### src/rtl/cpu_defs_pkg.sv
// Shared CPU definitions for the fetch path.
//   fetch_state_e : fetch sequencer state (IDLE, WAIT, FULL, HALT), 2 bits
//   WORD_W        : machine word width
//   RESET_PC_DEF  : default PC loaded on reset (word-aligned)
package cpu_defs_pkg;

  localparam int WORD_W = 32;

  localparam logic [WORD_W-1:0] RESET_PC_DEF = 32'h0000_0000;

  typedef enum logic [1:0] {
    ST_IDLE = 2'd0,
    ST_WAIT = 2'd1,
    ST_FULL = 2'd2,
    ST_HALT = 2'd3
  } fetch_state_e;

endpackage

### src/rtl/fetch_timer.sv
// WAIT-cycle counter for the instruction fetch sequencer.
//   CLK   : rising-edge clock
//   Reset : synchronous active-low reset, clears the count
//   clr   : clear the count (memory answered)
//   inc   : count one more cycle spent waiting
//   tc    : terminal count, high while the count equals TIMEOUT-1;
//           never asserted when TIMEOUT is 0 (timeout disabled)
module fetch_timer #(
  parameter int TIMEOUT = 16
) (
  input  logic CLK,
  input  logic Reset,
  input  logic clr,
  input  logic inc,
  output logic tc
);

  localparam int CNT_W = (TIMEOUT < 2) ? 1 : $clog2(TIMEOUT);
  localparam logic [CNT_W-1:0] TC_VAL = CNT_W'((TIMEOUT == 0) ? 0 : TIMEOUT - 1);

  logic [CNT_W-1:0] cnt_q;
  logic [CNT_W-1:0] cnt_d;

  always_comb begin
    cnt_d = cnt_q;
    if (clr) begin
      cnt_d = '0;
    end else if (inc) begin
      // Wraps harmlessly when the timeout is disabled.
      cnt_d = cnt_q + 1'b1;
    end
  end

  always_ff @(posedge CLK) begin
    if (!Reset) begin
      cnt_q <= '0;
    end else begin
      cnt_q <= cnt_d;
    end
  end

  assign tc = (TIMEOUT != 0) && (cnt_q == TC_VAL);

endmodule

### src/rtl/instr_fetch.sv
// Program counter and instruction-fetch sequencer.
// Fetches the word at curPC over a req/ack memory handshake, presents it
// downstream with valid/ready, and on each accepted instruction either
// moves to nextPC, halts (PCWre low) or flags a misaligned target.
//   CLK, Reset          : clock, synchronous active-low reset
//   PCWre, nextPC       : PC write enable (0 = halt) and next address
//   curPC               : current PC
//   imemReq/Addr/Ack/Data : instruction memory read port
//   instValid/Ready, instr : downstream instruction handshake
//   halted, fetchErr    : stopped indication and sticky error flag
//   instCount           : retired instruction count (wraps)
module instr_fetch
  import cpu_defs_pkg::*;
#(
  parameter logic [WORD_W-1:0] RESET_PC = RESET_PC_DEF,
  parameter int                TIMEOUT  = 16
) (
  input  logic              CLK,
  input  logic              Reset,
  input  logic              PCWre,
  input  logic [WORD_W-1:0] nextPC,
  output logic [WORD_W-1:0] curPC,
  output logic              imemReq,
  output logic [WORD_W-1:0] imemAddr,
  input  logic              imemAck,
  input  logic [WORD_W-1:0] imemData,
  output logic              instValid,
  input  logic              instReady,
  output logic [WORD_W-1:0] instr,
  output logic              halted,
  output logic              fetchErr,
  output logic [WORD_W-1:0] instCount
);

  fetch_state_e      state_q, state_d;
  logic [WORD_W-1:0] pc_q, pc_d;
  logic [WORD_W-1:0] instr_q, instr_d;
  logic              err_q, err_d;
  logic [WORD_W-1:0] count_q, count_d;

  logic fire;
  logic mem_done;
  logic timer_tc;

  // Handshake outputs come straight from the state register.
  assign imemReq   = (state_q == ST_WAIT);
  assign instValid = (state_q == ST_FULL);
  assign halted    = (state_q == ST_HALT);

  assign fire     = instValid && instReady;
  assign mem_done = imemReq && imemAck;

  fetch_timer #(
    .TIMEOUT(TIMEOUT)
  ) u_timer (
    .CLK  (CLK),
    .Reset(Reset),
    .clr  (mem_done),
    .inc  (imemReq && !imemAck),
    .tc   (timer_tc)
  );

  always_comb begin
    state_d = state_q;
    pc_d    = pc_q;
    instr_d = instr_q;
    err_d   = err_q;
    count_d = count_q;
    case (state_q)
      ST_IDLE: state_d = ST_WAIT;
      ST_WAIT: begin
        if (mem_done) begin
          instr_d = imemData;
          state_d = ST_FULL;
        end else if (timer_tc) begin
          // Last allowed waiting cycle ended without an answer.
          err_d   = 1'b1;
          state_d = ST_HALT;
        end
      end
      ST_FULL: begin
        // PCWre and nextPC only matter when the instruction is accepted.
        if (fire) begin
          count_d = count_q + 1'b1;
          if (!PCWre) begin
            state_d = ST_HALT;
          end else if (nextPC[1:0] != 2'b00) begin
            err_d   = 1'b1;
            state_d = ST_HALT;
          end else begin
            pc_d    = nextPC;
            state_d = ST_WAIT;
          end
        end
      end
      default: state_d = ST_HALT;
    endcase
  end

  always_ff @(posedge CLK) begin
    if (!Reset) begin
      state_q <= ST_IDLE;
      pc_q    <= RESET_PC;
      instr_q <= '0;
      err_q   <= 1'b0;
      count_q <= '0;
    end else begin
      state_q <= state_d;
      pc_q    <= pc_d;
      instr_q <= instr_d;
      err_q   <= err_d;
      count_q <= count_d;
    end
  end

  assign curPC     = pc_q;
  assign imemAddr  = pc_q;
  assign instr     = instr_q;
  assign fetchErr  = err_q;
  assign instCount = count_q;

endmodule

### config.mk
export PLATFORM = sky130hd
export DESIGN_NAME = instr_fetch
export DESIGN_NICKNAME = d
export VERILOG_FILES = /design/src/rtl/cpu_defs_pkg.sv /design/src/rtl/fetch_timer.sv /design/src/rtl/instr_fetch.sv
export SDC_FILE = /design/constraint.sdc
export NUM_CORES = 1
export LEC_CHECK = 0
export CELL_PAD_IN_SITES_DETAIL_PLACEMENT = 1
export CELL_PAD_IN_SITES_GLOBAL_PLACEMENT = 2
export CORE_MARGIN = 2
export CORE_UTILIZATION = 22
export CTS_CLUSTER_SIZE = 20
export DETAILED_ROUTE_END_ITERATION = 10
export PLACE_DENSITY = 0.8
export REMOVE_ABC_BUFFERS = 1
export SETUP_SLACK_MARGIN = 0.2
export SLEW_MARGIN = 20
export SYNTH_ARGS = -nofsm -noshare
export SYNTH_HDL_FRONTEND = slang
export SYNTH_HIERARCHICAL = 1
export SYNTH_SLANG_ARGS = --single-unit
### constraint.sdc
create_clock -name CLK -period 2.3 [get_ports CLK]
set_input_delay 0.23 -clock CLK [delete_from_list [all_inputs] [get_ports CLK]]
set_output_delay 0.23 -clock CLK [all_outputs]
set_load 0.01 [all_outputs]
# Word-level counts from Yosys, hierarchy flattened
# Index checks and enable logic that the tools add are counted.
[word_totals]
ff_bits = 103
latch_bits = 0
mem_bits_rw = 0
romBits = 0
elab_cells = 45
n_memories = 0
[op_classes]
n_addsub = 2
mul = 0
div = 0
magnitude_cmp = 0
eq_ne = 10
n_shift = 0
muxes = 12
n_bitwise = 2
reduce_logical = 13
[op_table]
columns = ["op", "count"]
rows = [
  ["$add 32x1->32 const B", 1],
  ["$mux 2", 5],
  ["$ne 2x1->1 const B", 3],
  ["$pmux 2 s3", 1],
  ["$reduce_and 2->1", 3],
  ["$reduce_and 6->1", 1],
  ["$mux 1", 5],
  ["$add 4x1->4 const B", 1],
  ["$eq 2x2->1 const B", 2],
  ["$eq 4x4->1 const B", 1],
  ["$ne 2x2->1 const B", 2],
  ["$reduce_and 4->1", 1],
  ["$reduce_bool 2->1", 2],
  ["$logic_and 1x1->1", 3],
  ["$ne 3x1->1 const B", 1],
  ["$eq 2x1->1 const B", 1],
  ["$logic_not 2->1", 1],
  ["$not 1->1", 2],
  ["$pmux 1 s2", 1],
  ["$reduce_or 2->1", 1],
  ["$logic_not 1->1", 1],
]

# Logic depth before layout (Yosys ltp)
[depth]
depth_word = 5
depth_mapped = 6

# Cells and area by module
# The synthesis kept the hierarchy.
[modules_own_cells]
columns = ["mod", "n_inst", "cells_each", "area_per_inst_um2", "seq_area_each_um2"]
rows = [
  ["instr_fetch", 1, 507, 4108.9, 1981.9],
  ["fetch_timer", 1, 18, 188.9, 80.1],
]

# Least setup slack after synthesis
# No wires, ideal clock.
[synth_path]
kind = "reg2reg"
from = "register count_q[0] (netlist: instCount[0])"
to = "register count_q[26] (netlist: instCount[26])"
setup_ns = 0.070
arrival_time_ns = 1.914
required_ns = 2.230
setup_slack_ns = 0.316
stages_incl_launch_ff = 7
n_path_buf = 1
synth_period_minus_slack_ns = 1.984
path_cell_list = "dfxtp_1 -> ha_1 -> nand3_1 -> or4_1 -> buf_2 -> or4_1 -> a21oi_1"
[synth_between]
elab_chain_len = 1
[synth_rtl]
columns = ["element", "line_no", "text"]
rows = [
  ["start: declaration", "instr_fetch.sv:39", "logic [WORD_W-1:0] count_q, count_d;"],
  ["start signal: assignment", "instr_fetch.sv:112", "count_q <= count_d;"],
  ["$add 32x1->32", "instr_fetch.sv:84", "count_d = count_q + 1'b1;"],
]
# Every way passes these cells.
# A chain may end at the register's enable or synchronous reset.

# Worst setup path after layout
[layout_path]
from = "register count_q[1] (netlist: instCount[1])"
to = "register count_q[22] (netlist: instCount[22])"
# Same word-level chain as after synthesis.

==> impl_metrics.env <==
export IMPL_dpl_hpwl_um=10900
export IMPL_cts_tree="done"
export IMPL_setup_viol=0
export IMPL_drive_gt1_share_pct=5.49
export IMPL_drt_antenna_violating_nets=0
export IMPL_yosysMostFrequentCell="nand2_1"
export IMPL_worst_path_max_delay_cell="or4_4"
export IMPL_clk_latency_ns=0.34
export IMPL_start_util_pct=22.2
export IMPL_grtUsageMet1_pct=15.5
export IMPL_path_buf_inv=0
export IMPL_min_path_type="in2reg"
export IMPL_crit_type="reg2reg"
export IMPL_clk_pin_slew_ns=0.07
export IMPL_hold_buffers=0
export IMPL_grt_use_met2_pct=25.8
export IMPL_grt_pass1_wl_um=22900
export IMPL_max_cap_viol_count=0
export IMPL_drtIter0Drc=143
export IMPL_grt_pass1_vias=4462
export IMPL_cts_resized=1
export IMPL_swShare_pct=23.1
export IMPL_synth_ff_type="dfxtp_1"
export IMPL_power_frac_comb_pct=9.7
export IMPL_power_frac_clock_pct=41.4
export IMPL_preCtsSetupSlack_ns=0.0423
export IMPL_endpoint_kind="flip-flop"
export IMPL_finalHoldViolations=0
export IMPL_synth_seq_area_share_pct=48.0
export IMPL_ys_types=42
export IMPL_irDropWorstVdd_mv=0.308
export IMPL_ys_warnings_count=6
export IMPL_antenna_found_initial=1
export IMPL_drc=0
export IMPL_rrSetupSlack_ns=0.29
export IMPL_die_w_um=144
export IMPL_p_int_uw=2900
export IMPL_crit_path_max_incr_delay_ns=0.63
export IMPL_totalWireLength_um=14700
export IMPL_synth_seq_cells=103
export IMPL_dieArea_sq_um=20700
export IMPL_wl_per_cell_um=15.3
export IMPL_power_switching_uw=868
export IMPL_viasPerCell=4.46
export IMPL_place_gp_congestion=0.737
export IMPL_worstMarginPinSlew_ns=0.509
export IMPL_num_rows=51
export IMPL_synthArstFlopShare_pct=0
export IMPL_start_kind="flip-flop"
export IMPL_skew_ns=0.00694
export IMPL_numCtsBuffers=9
export IMPL_min_period_ns=2.01
export IMPL_fin_util_pct=34.7
export IMPL_fmax_ghz=0.497
export IMPL_maxSlewViolCount=0
export IMPL_crit_chain="ha_1, nand3_1, or4_4, or4_1, a21oi_1"
export IMPL_status="finished clean"
export IMPL_cts_htree_levels=3
export IMPL_synthTopCellsByArea="dfxtp_1 (48%), nand2_1 (13%), a21oi_1 (9.1%), buf_4 (5.8%), or4_1 (2.3%)"
export IMPL_crit_path_max_fanout=10
export IMPL_pin_count=201
export IMPL_synth_edf_count=0
export IMPL_first_pass_iters=4
export IMPL_core_area_sq_um=19300
export IMPL_top_usage_layer="met2"
export IMPL_grt_usage_pct=14.0
export IMPL_grt_overflow=0
export IMPL_ctsRootBufferMaster="clkbuf_16"
export IMPL_cts_sinks=103
export IMPL_num_vias=4277
export IMPL_critPathArrivalTime_ns=2.28
export IMPL_cts_setup_buffers=0
export IMPL_rsz0062_at_grt="no"
export IMPL_fin_crit_sh_pct=87.5
export IMPL_die_y_um=144
export IMPL_port_buffers=200
export IMPL_relSlewSlack_pct=66.0
export IMPL_p_seq_share_pct=48.9
export IMPL_required_ns=2.57
export IMPL_grt_max_degree=43
export IMPL_synth_common_cells="nand2_1 (145), dfxtp_1 (103), a21oi_1 (78)"
export IMPL_p_leak_uw=0.00223
export IMPL_cts_buffer_depth=2
export IMPL_avgSynthCellArea_sq_um=8.19
export IMPL_setup_ws_ns=0.287
export IMPL_yosysTopAreaCellShare_pct=48.0
export IMPL_synth_area_leader_cell="dfxtp_1"
export IMPL_syn_to_final_growth_pct=56.2
export IMPL_netlist_area_sq_um=4300
export IMPL_nets=759
export IMPL_pwr_density_cell_nw_per_um2=561
export IMPL_synthCells=525
export IMPL_use_met3_pct=3.67
export IMPL_cp_top_family="simple AND/OR/NAND/NOR gates"
==> metrics by stage <==
stage | hold slack (ns) | instances | area, sq um | power (uW) | TNS, ns
after floorplan | 0.347 | 463 | 3940 | 1990 | -0.0834
after global placement | 0.442 | 942 | 6410 | 2240 | 0
after detailed placement | 0.447 | 942 | 6410 | 2250 | 0
after CTS | 0.411 | 957 | 6710 | 3830 | 0
after global routing | 0.423 | 958 | 6720 | 3930 | 0
final | 0.427 | 958 | 6720 | 3760 | 0
==> registers in the layout, summed over array words and instances, names as in the netlist <==
register and count:
curPC 32, fetchErr 1, instCount 32, state_q 2, u_timer/cnt_q 4, instr 32
==> final timing paths <==
path | to | cells after the start | startpoint
setup reg to reg | instCount[22] | 5 | instCount[1]
setup / recovery | instCount[22] | 5 | instCount[1]
hold / removal | instr[21] | 3 | imemData[21]
hold reg to reg | instr[27] | 2 | instr[27]
==> worst min-delay path, stage by stage <==
cell	delay, ns
clkdlybuf4s50_1	0.39
nand2_1	0.05
a21oi_1	0.05
==> power by group through the flow <==
stage / Combinational (uW) / Clock (uW) / Sequential (uW)
2_1_floorplan: 96.7 / 0 / 1900
4_1_cts: 373 / 1610 / 1840
5_1_grt: 396 / 1690 / 1850
3_3_place_gp: 363 / 0 / 1880
6_report: 364 / 1560 / 1840
3_5_place_dp: 371 / 0 / 1880
==> per-layer routing <==
layer | routed length [um] | vias up
met5 | 0 | -
met4 | 219 | 0
met3 | 847 | 12
met2 | 7530 | 111
met1 | 6090 | 2080
li1 | - | 2074
==> placed cells by master (no fill, tap or decap), types with 2 or more instances in the layout <==
master and instances:
nand2_1 145, nor2_1 17, ha_1 2, clkbuf_16 9, buf_12 3, buf_4 11, dfxtp_1 103, or4_1 12
nand2b_1 5, inv_1 4, nand4_1 11, nand3_1 11, or3_1 2, and3_1 5, nor3_1 2, xnor2_1 6
o31ai_1 12, and4_1 5, mux2i_1 7, nand3b_1 2, clkdlybuf4s50_1 200, xor2_1 7, nor4_1 7, o21ai_0 3
a21oi_1 78, clkinvlp_4 2
==> cell families (layout without fill, tap and decap cells) <==
logic type | Yosys count | count (layout) | synth area share [%]
xor gates and xnor gates | 13 | 13 | 2.65
AOI/OAI and AO/OA | 98 | 98 | 12.6
buffers and inverters | 67 | 234 | 8.88
other | 0 | 1 | 0
and+or+nand+nor | 235 | 235 | 25.7
muxes | 7 | 7 | 1.63
DFF | 103 | 103 | 48.0
adders and majority gates | 2 | 2 | 0.582
==> final cells by class <==
type | count | area, sq um
Fill cell | 2258 | 12600
Timing Repair Buffer | 214 | 2140
Sequential cell | 103 | 2060
Multi-Input combinational cell | 355 | 1860
Tap cell | 265 | 332
Clock buffer | 10 | 239
Clock inverter | 5 | 58.8
Inverter | 5 | 18.8
Antenna cell | 1 | 2.50
No activity file was read; power rests on OpenSTA's default activity.
